File: src/rtl/frame_window_capture.sv
// frame_window_capture: copies a rectangular window of one colour
// channel (or luma) from the pixel stream into a linear word memory.
module frame_window_capture #(
    parameter int H_START     = 320,
    parameter int V_START     = 240,
    parameter int H_RES       = 160,
    parameter int V_RES       = 120,
    parameter int ADDR_W      = 15,
    parameter int PIX_W       = 10,
    parameter int SKIP_FRAMES = 5
) (
    input  logic              iCLK,
    input  logic              iRST_N,
    input  logic [9:0]        iRed,
    input  logic [9:0]        iGreen,
    input  logic [9:0]        iBlue,
    input  logic [12:0]       iX,
    input  logic [12:0]       iY,
    input  logic              iVal,
    input  logic              iStart,
    input  logic              iAck,
    input  logic              iMode,
    input  logic [1:0]        iChanSel,
    output logic [ADDR_W-1:0] oMemAddr,
    output logic [PIX_W-1:0]  oMemData,
    output logic              oMemWE,
    output logic              oReady,
    output logic              oBusy,
    output logic              oStopCapture,
    output logic [7:0]        oFrameCount,
    output logic              oLed
);

    typedef enum logic [1:0] {IDLE, WAIT, CAP, DONE} state_t;

    // Bounds kept one bit wider than the coordinates so H_START+H_RES
    // cannot wrap.
    localparam logic [13:0] X_LO   = 14'(H_START);
    localparam logic [13:0] X_HI   = 14'(H_START + H_RES);
    localparam logic [13:0] X_LAST = 14'(H_START + H_RES - 1);
    localparam logic [13:0] Y_LO   = 14'(V_START);
    localparam logic [13:0] Y_HI   = 14'(V_START + V_RES);
    localparam logic [13:0] Y_LAST = 14'(V_START + V_RES - 1);

    state_t      state;
    logic [7:0]  skipCnt;
    logic        modeReg;
    logic [1:0]  chanReg;

    logic [13:0]       xExt;
    logic [13:0]       yExt;
    logic              origin;
    logic              inWin;
    logic              lastPix;
    logic [12:0]       dx;
    logic [12:0]       dy;
    logic [ADDR_W-1:0] pixAddr;
    logic [11:0]       lumaSum;
    logic [9:0]        chanVal;
    logic [PIX_W-1:0]  pixData;

    assign xExt    = {1'b0, iX};
    assign yExt    = {1'b0, iY};
    assign origin  = iVal && (xExt == X_LO) && (yExt == Y_LO);
    assign inWin   = iVal && (xExt >= X_LO) && (xExt < X_HI)
                          && (yExt >= Y_LO) && (yExt < Y_HI);
    assign lastPix = inWin && (xExt == X_LAST) && (yExt == Y_LAST);

    // Window-relative offsets; row stride is the window width.
    assign dx      = iX - 13'(H_START);
    assign dy      = iY - 13'(V_START);
    assign pixAddr = ADDR_W'(dy) * ADDR_W'(H_RES) + ADDR_W'(dx);

    assign lumaSum = {2'b00, iRed} + {1'b0, iGreen, 1'b0} + {2'b00, iBlue};

    // Channel selection uses the mode latched at arm time.
    always_comb begin
        chanVal = iRed;
        case (chanReg)
            2'd0:    chanVal = iRed;
            2'd1:    chanVal = iGreen;
            2'd2:    chanVal = iBlue;
            default: chanVal = 10'(lumaSum >> 2);
        endcase
    end

    assign pixData = PIX_W'(chanVal >> (10 - PIX_W));

    // Capture FSM with all outputs registered.
    always_ff @(posedge iCLK) begin
        if (!iRST_N) begin
            state        <= IDLE;
            skipCnt      <= '0;
            modeReg      <= 1'b0;
            chanReg      <= '0;
            oMemAddr     <= '0;
            oMemData     <= '0;
            oMemWE       <= 1'b0;
            oReady       <= 1'b0;
            oBusy        <= 1'b0;
            oStopCapture <= 1'b0;
            oFrameCount  <= '0;
            oLed         <= 1'b0;
        end else begin
            oMemWE <= 1'b0;
            if (origin)
                oFrameCount <= oFrameCount + 8'd1;
            unique case (state)
                IDLE: begin
                    if (iStart) begin
                        state   <= WAIT;
                        skipCnt <= 8'(SKIP_FRAMES);
                        modeReg <= iMode;
                        chanReg <= iChanSel;
                        oBusy   <= 1'b1;
                        oLed    <= 1'b1;
                    end
                end
                WAIT: begin
                    if (origin) begin
                        if (skipCnt == 8'd0) begin
                            oMemWE   <= 1'b1;
                            oMemAddr <= pixAddr;
                            oMemData <= pixData;
                            state    <= CAP;
                            if (lastPix) begin
                                state        <= DONE;
                                oReady       <= 1'b1;
                                oStopCapture <= ~modeReg;
                                oBusy        <= 1'b0;
                                oLed         <= 1'b0;
                            end
                        end else begin
                            skipCnt <= skipCnt - 8'd1;
                        end
                    end
                end
                CAP: begin
                    if (inWin) begin
                        oMemWE   <= 1'b1;
                        oMemAddr <= pixAddr;
                        oMemData <= pixData;
                        if (lastPix) begin
                            state        <= DONE;
                            oReady       <= 1'b1;
                            oStopCapture <= ~modeReg;
                            oBusy        <= 1'b0;
                            oLed         <= 1'b0;
                        end
                    end
                end
                DONE: begin
                    if (iStart) begin
                        state        <= WAIT;
                        skipCnt      <= 8'(SKIP_FRAMES);
                        modeReg      <= iMode;
                        chanReg      <= iChanSel;
                        oReady       <= 1'b0;
                        oStopCapture <= 1'b0;
                        oBusy        <= 1'b1;
                        oLed         <= 1'b1;
                    end else if (iAck) begin
                        state        <= IDLE;
                        oReady       <= 1'b0;
                        oStopCapture <= 1'b0;
                    end else if (modeReg && origin) begin
                        state    <= CAP;
                        oReady   <= 1'b0;
                        oBusy    <= 1'b1;
                        oLed     <= 1'b1;
                        oMemWE   <= 1'b1;
                        oMemAddr <= pixAddr;
                        oMemData <= pixData;
                        if (lastPix) begin
                            state  <= DONE;
                            oReady <= 1'b1;
                            oBusy  <= 1'b0;
                            oLed   <= 1'b0;
                        end
                    end
                end
                default: state <= IDLE;
            endcase
        end
    end

endmodule
File: config.mk
export PLATFORM = sky130hd
export DESIGN_NAME = frame_window_capture
export DESIGN_NICKNAME = d
export VERILOG_FILES = /design/src/rtl/frame_window_capture.sv
export SDC_FILE = /design/constraint.sdc
export NUM_CORES = 1
export LEC_CHECK = 0
export ABC_AREA = 1
export CORE_MARGIN = 8
export CORE_UTILIZATION = 47
export CTS_CLUSTER_DIAMETER = 120
export DETAILED_ROUTE_END_ITERATION = 16
export HOLD_SLACK_MARGIN = 0.1
export PLACE_DENSITY_LB_ADDON = 0.1
export SYNTH_ARGS = -nofsm -noshare
export SYNTH_HDL_FRONTEND = slang
export SYNTH_SLANG_ARGS = --single-unit
File: constraint.sdc
create_clock -name iCLK -period 3.07 [get_ports iCLK]
set_input_delay 0.4605 -clock iCLK [delete_from_list [all_inputs] [get_ports iCLK]]
set_output_delay 0.4605 -clock iCLK [all_outputs]
set_load 0.05 [all_outputs]
==> impl_metrics.tcl <==
set metrics [dict create \
    yosys.area.top_type "dfxtp_1" \
    slew_violations 0 \
    dp_hpwl_microns 10700 \
    finalWorstSetupSlack_ns 0.178 \
    final_hold_viol_count 0 \
    gr-total-overflow 0 \
    p_per_area_nw_per_um2 763 \
    synthesis.nets 769 \
    pin_count 102 \
    clk_latency_ns 0.31 \
    gr-max-usage-layer "met2" \
    crit_type "input port to register" \
    grt_use_total_pct 20.5 \
    clkSinkCount 50 \
    syn_inst 652 \
    die_area_sq_um 12800 \
    initial_core_util_pct 48.1 \
    n_fill_cell 830 \
    crit_path_max_fanout 3 \
    grt_antenna_before_repair 1 \
    die_w_microns 113 \
    ys_ff_latch 50 \
    power.internal_uw 2280 \
    drive_above_1_share_pct 12.9 \
    cp.arrival_ns 3.14 \
    worstHoldPathType "register to register" \
    synth.top_cells.by_area "dfxtp_1, nand2_1, ha_1, nor2_1, inv_1" \
    fin_nets 913 \
    setup_viol 0 \
    fin_crit_ns 2.89 \
    firstDrtPassIters 5 \
    ys_types 47 \
    post-route-period-util_pct 94.2 \
    place_congestion 0.943 \
    async_flop_share_pct 0 \
    wl_per_cell_microns 14.4 \
    status "finished clean" \
    antenna_left 0 \
    syn_to_final_growth_pct 37.5 \
    slew_headroom_pct 49.4 \
    die_height_microns 113 \
    met2_usage_pct 35.5 \
    synth_warnings 0 \
    min_from "skipCnt[7]" \
    grt_pass1_vias 4810 \
    clock_path_buffers 2 \
    crit_start "iY[7]" \
    start_kind "input port" \
    synth.avg_cell_area_sq_um 6.78 \
    drc 0 \
    tritoncts "built" \
    port_buffers 101 \
    vias 4796 \
    worst_pin_slew_ns 0.756 \
    htreeDepth 2 \
    p_sw_share_pct 51.0 \
    synth_seq_area_share_pct 22.6 \
    vdd_drop_max_mv 0.672 \
    rows 35 \
    r2r-start "state[1]" \
    avgViaCountPerCell 5.28 \
    cp-end-kind "register" \
    drt_wl_total_microns 13100 \
    max-cap-violations 0 \
    met3_usage_pct 4.69 \
    synth_edf_count 0 \
    yosysMostFrequentCell "nand2_1" \
    grt_max_degree 27 \
    combPwrFrac_pct 67.2 \
    crit_required_ns 3.32 \
    grt_pass1_wl_microns 22100 \
    cts_root_buf "clkbuf_8" \
    synth.top_cell.area_share_pct 22.6 \
    synth_common_cells "nand2_1, nor2_1, inv_1" \
    clock.fmax_mhz 346 \
    power_frac_seq_pct 22.6 \
    fin_hold_ws_ns 0.470 \
    rr_endpoint "skipCnt[6]" \
    synthFlopType "dfxtp_1" \
    switchingPower_uw 2370 \
    whs_path_depth 2 \
    core_sq_um 9200 \
    hold_end "skipCnt[7]" \
    grtUsageMet1_pct 25.3 \
    cts-buffers-inserted 5 \
    drtIter0Drc 260 \
    clockPowerShare_pct 10.2 \
    syn_area_sq_um 4420 \
    skew_ns 0.00930 \
    rr_worst_depth 10 \
    leakage_uw 0.00278 \
    dp_slack_ns -0.659 \
    cts.clk_slew.worst_paths_ns 0.09 \
    rrSetupSlack_ns 0.76 \
    hold_buffers 0 \
]
-- metal layers --
layer / wire, microns / up-vias
met1: 5830 / 2190
met5: 0 / -
met4: 280 / 0
met3: 760 / 30
li1: - / 2421
met2: 6240 / 155
-- cells by family (layout without fill, tap and decap cells) --
family	after synthesis	in the layout	synth area share [%]
XOR/XNOR	25	25	4.95
AO/OA/AOI/OAI	114	114	14.8
adder cells (fa/ha/maj)	53	53	17.0
buffers and inverters	94	238	8.63
flip-flops	50	50	22.6
AND/OR/NAND/NOR	316	316	32.0
other	0	1	0
-- worst max-delay path by stage --
stage | cells after the start | end | slack [ns]
floorplan | 21 | oMemAddr[14] | 0.05
global route | 23 | oMemAddr[14] | -0.02
finish | 14 | oMemAddr[13] | 0.18
detailed placement | 23 | oMemAddr[14] | -0.66
CTS | 15 | oMemAddr[13] | 0.002
global placement | 22 | oMemAddr[14] | -0.58
-- power groups by stage --
stage	clock [uW]	sequential, uW	combinational (uW)
after floorplan	0	1580	1590
after global placement	0	1050	3010
after detailed placement	0	1050	3060
after CTS	488	1050	3080
after global routing	521	1080	3440
final	476	1050	3120
-- critical path: stages --
cell and delay [ns]:
clkdlybuf4s50_1 0.53, nand4_1 0.16, nand2_1 0.13, inv_1 0.07
ha_1 0.33, ha_4 0.26, xnor2_2 0.14, inv_1 0.06
ha_1 0.31, inv_1 0.08, o31ai_1 0.23, a21oi_1 0.07
xor2_1 0.16, a21oi_1 0.14
-- cell type report --
type / instances / area [sq um] / area share (%)
multi-input combinational: 508 / 3160 / 51.9
timing repair buffer: 147 / 1360 / 22.3
sequential: 50 / 1000 / 16.5
inverter: 84 / 318 / 5.22
tap: 111 / 139 / 2.28
clock buffer: 5 / 68.8 / 1.13
clock inverter: 2 / 38.8 / 0.638
antenna: 1 / 2.50 / 0.0411
-- through the flow --
step	TNS (ns)	util (%)	instances	area [sq um]	power, uW
final	0	66.1	908	6080	4640
after global routing	-0.0368	66.1	908	6080	5040
after CTS	0	65.3	905	6000	4620
after detailed placement	-2.36	63.7	898	5860	4110
after global placement	-2.05	63.7	898	5860	4060
after floorplan	0	-	652	4450	3170
-- placed cells by master (no fill, tap or decap), drive strengths merged, types with 4 or more instances in the layout --
| cell type | instances |
|---|---|
| a21oi | 50 |
| ha | 41 |
| o21ai | 43 |
| nand3 | 33 |
| clkbuf | 6 |
| nand4 | 21 |
| dfxtp | 50 |
| clkdlybuf4s50 | 94 |
| a31oi | 4 |
| inv | 82 |
| dlymetal6s2s | 4 |
| nand2 | 149 |
| nor2 | 100 |
| nor3 | 6 |
| buf | 47 |
| xor2 | 22 |
| fa | 12 |
-- state kept, by name (all words and copies together), names as in the netlist --
signal        cells
oMemData         10
oStopCapture      1
skipCnt           8
oMemWE            1
chanReg           2
oFrameCount       8
modeReg           1
state             2
oReady            1
oBusy             1
oMemAddr         15
-- what timing repair did --
item | CTS | global route
buffers inserted | 0 | 2
gates resized for setup | 10 | 22
setup endpoints to repair | 3 | 3
pin swaps | 6 | 13
(Power assumes the default switching activity.)
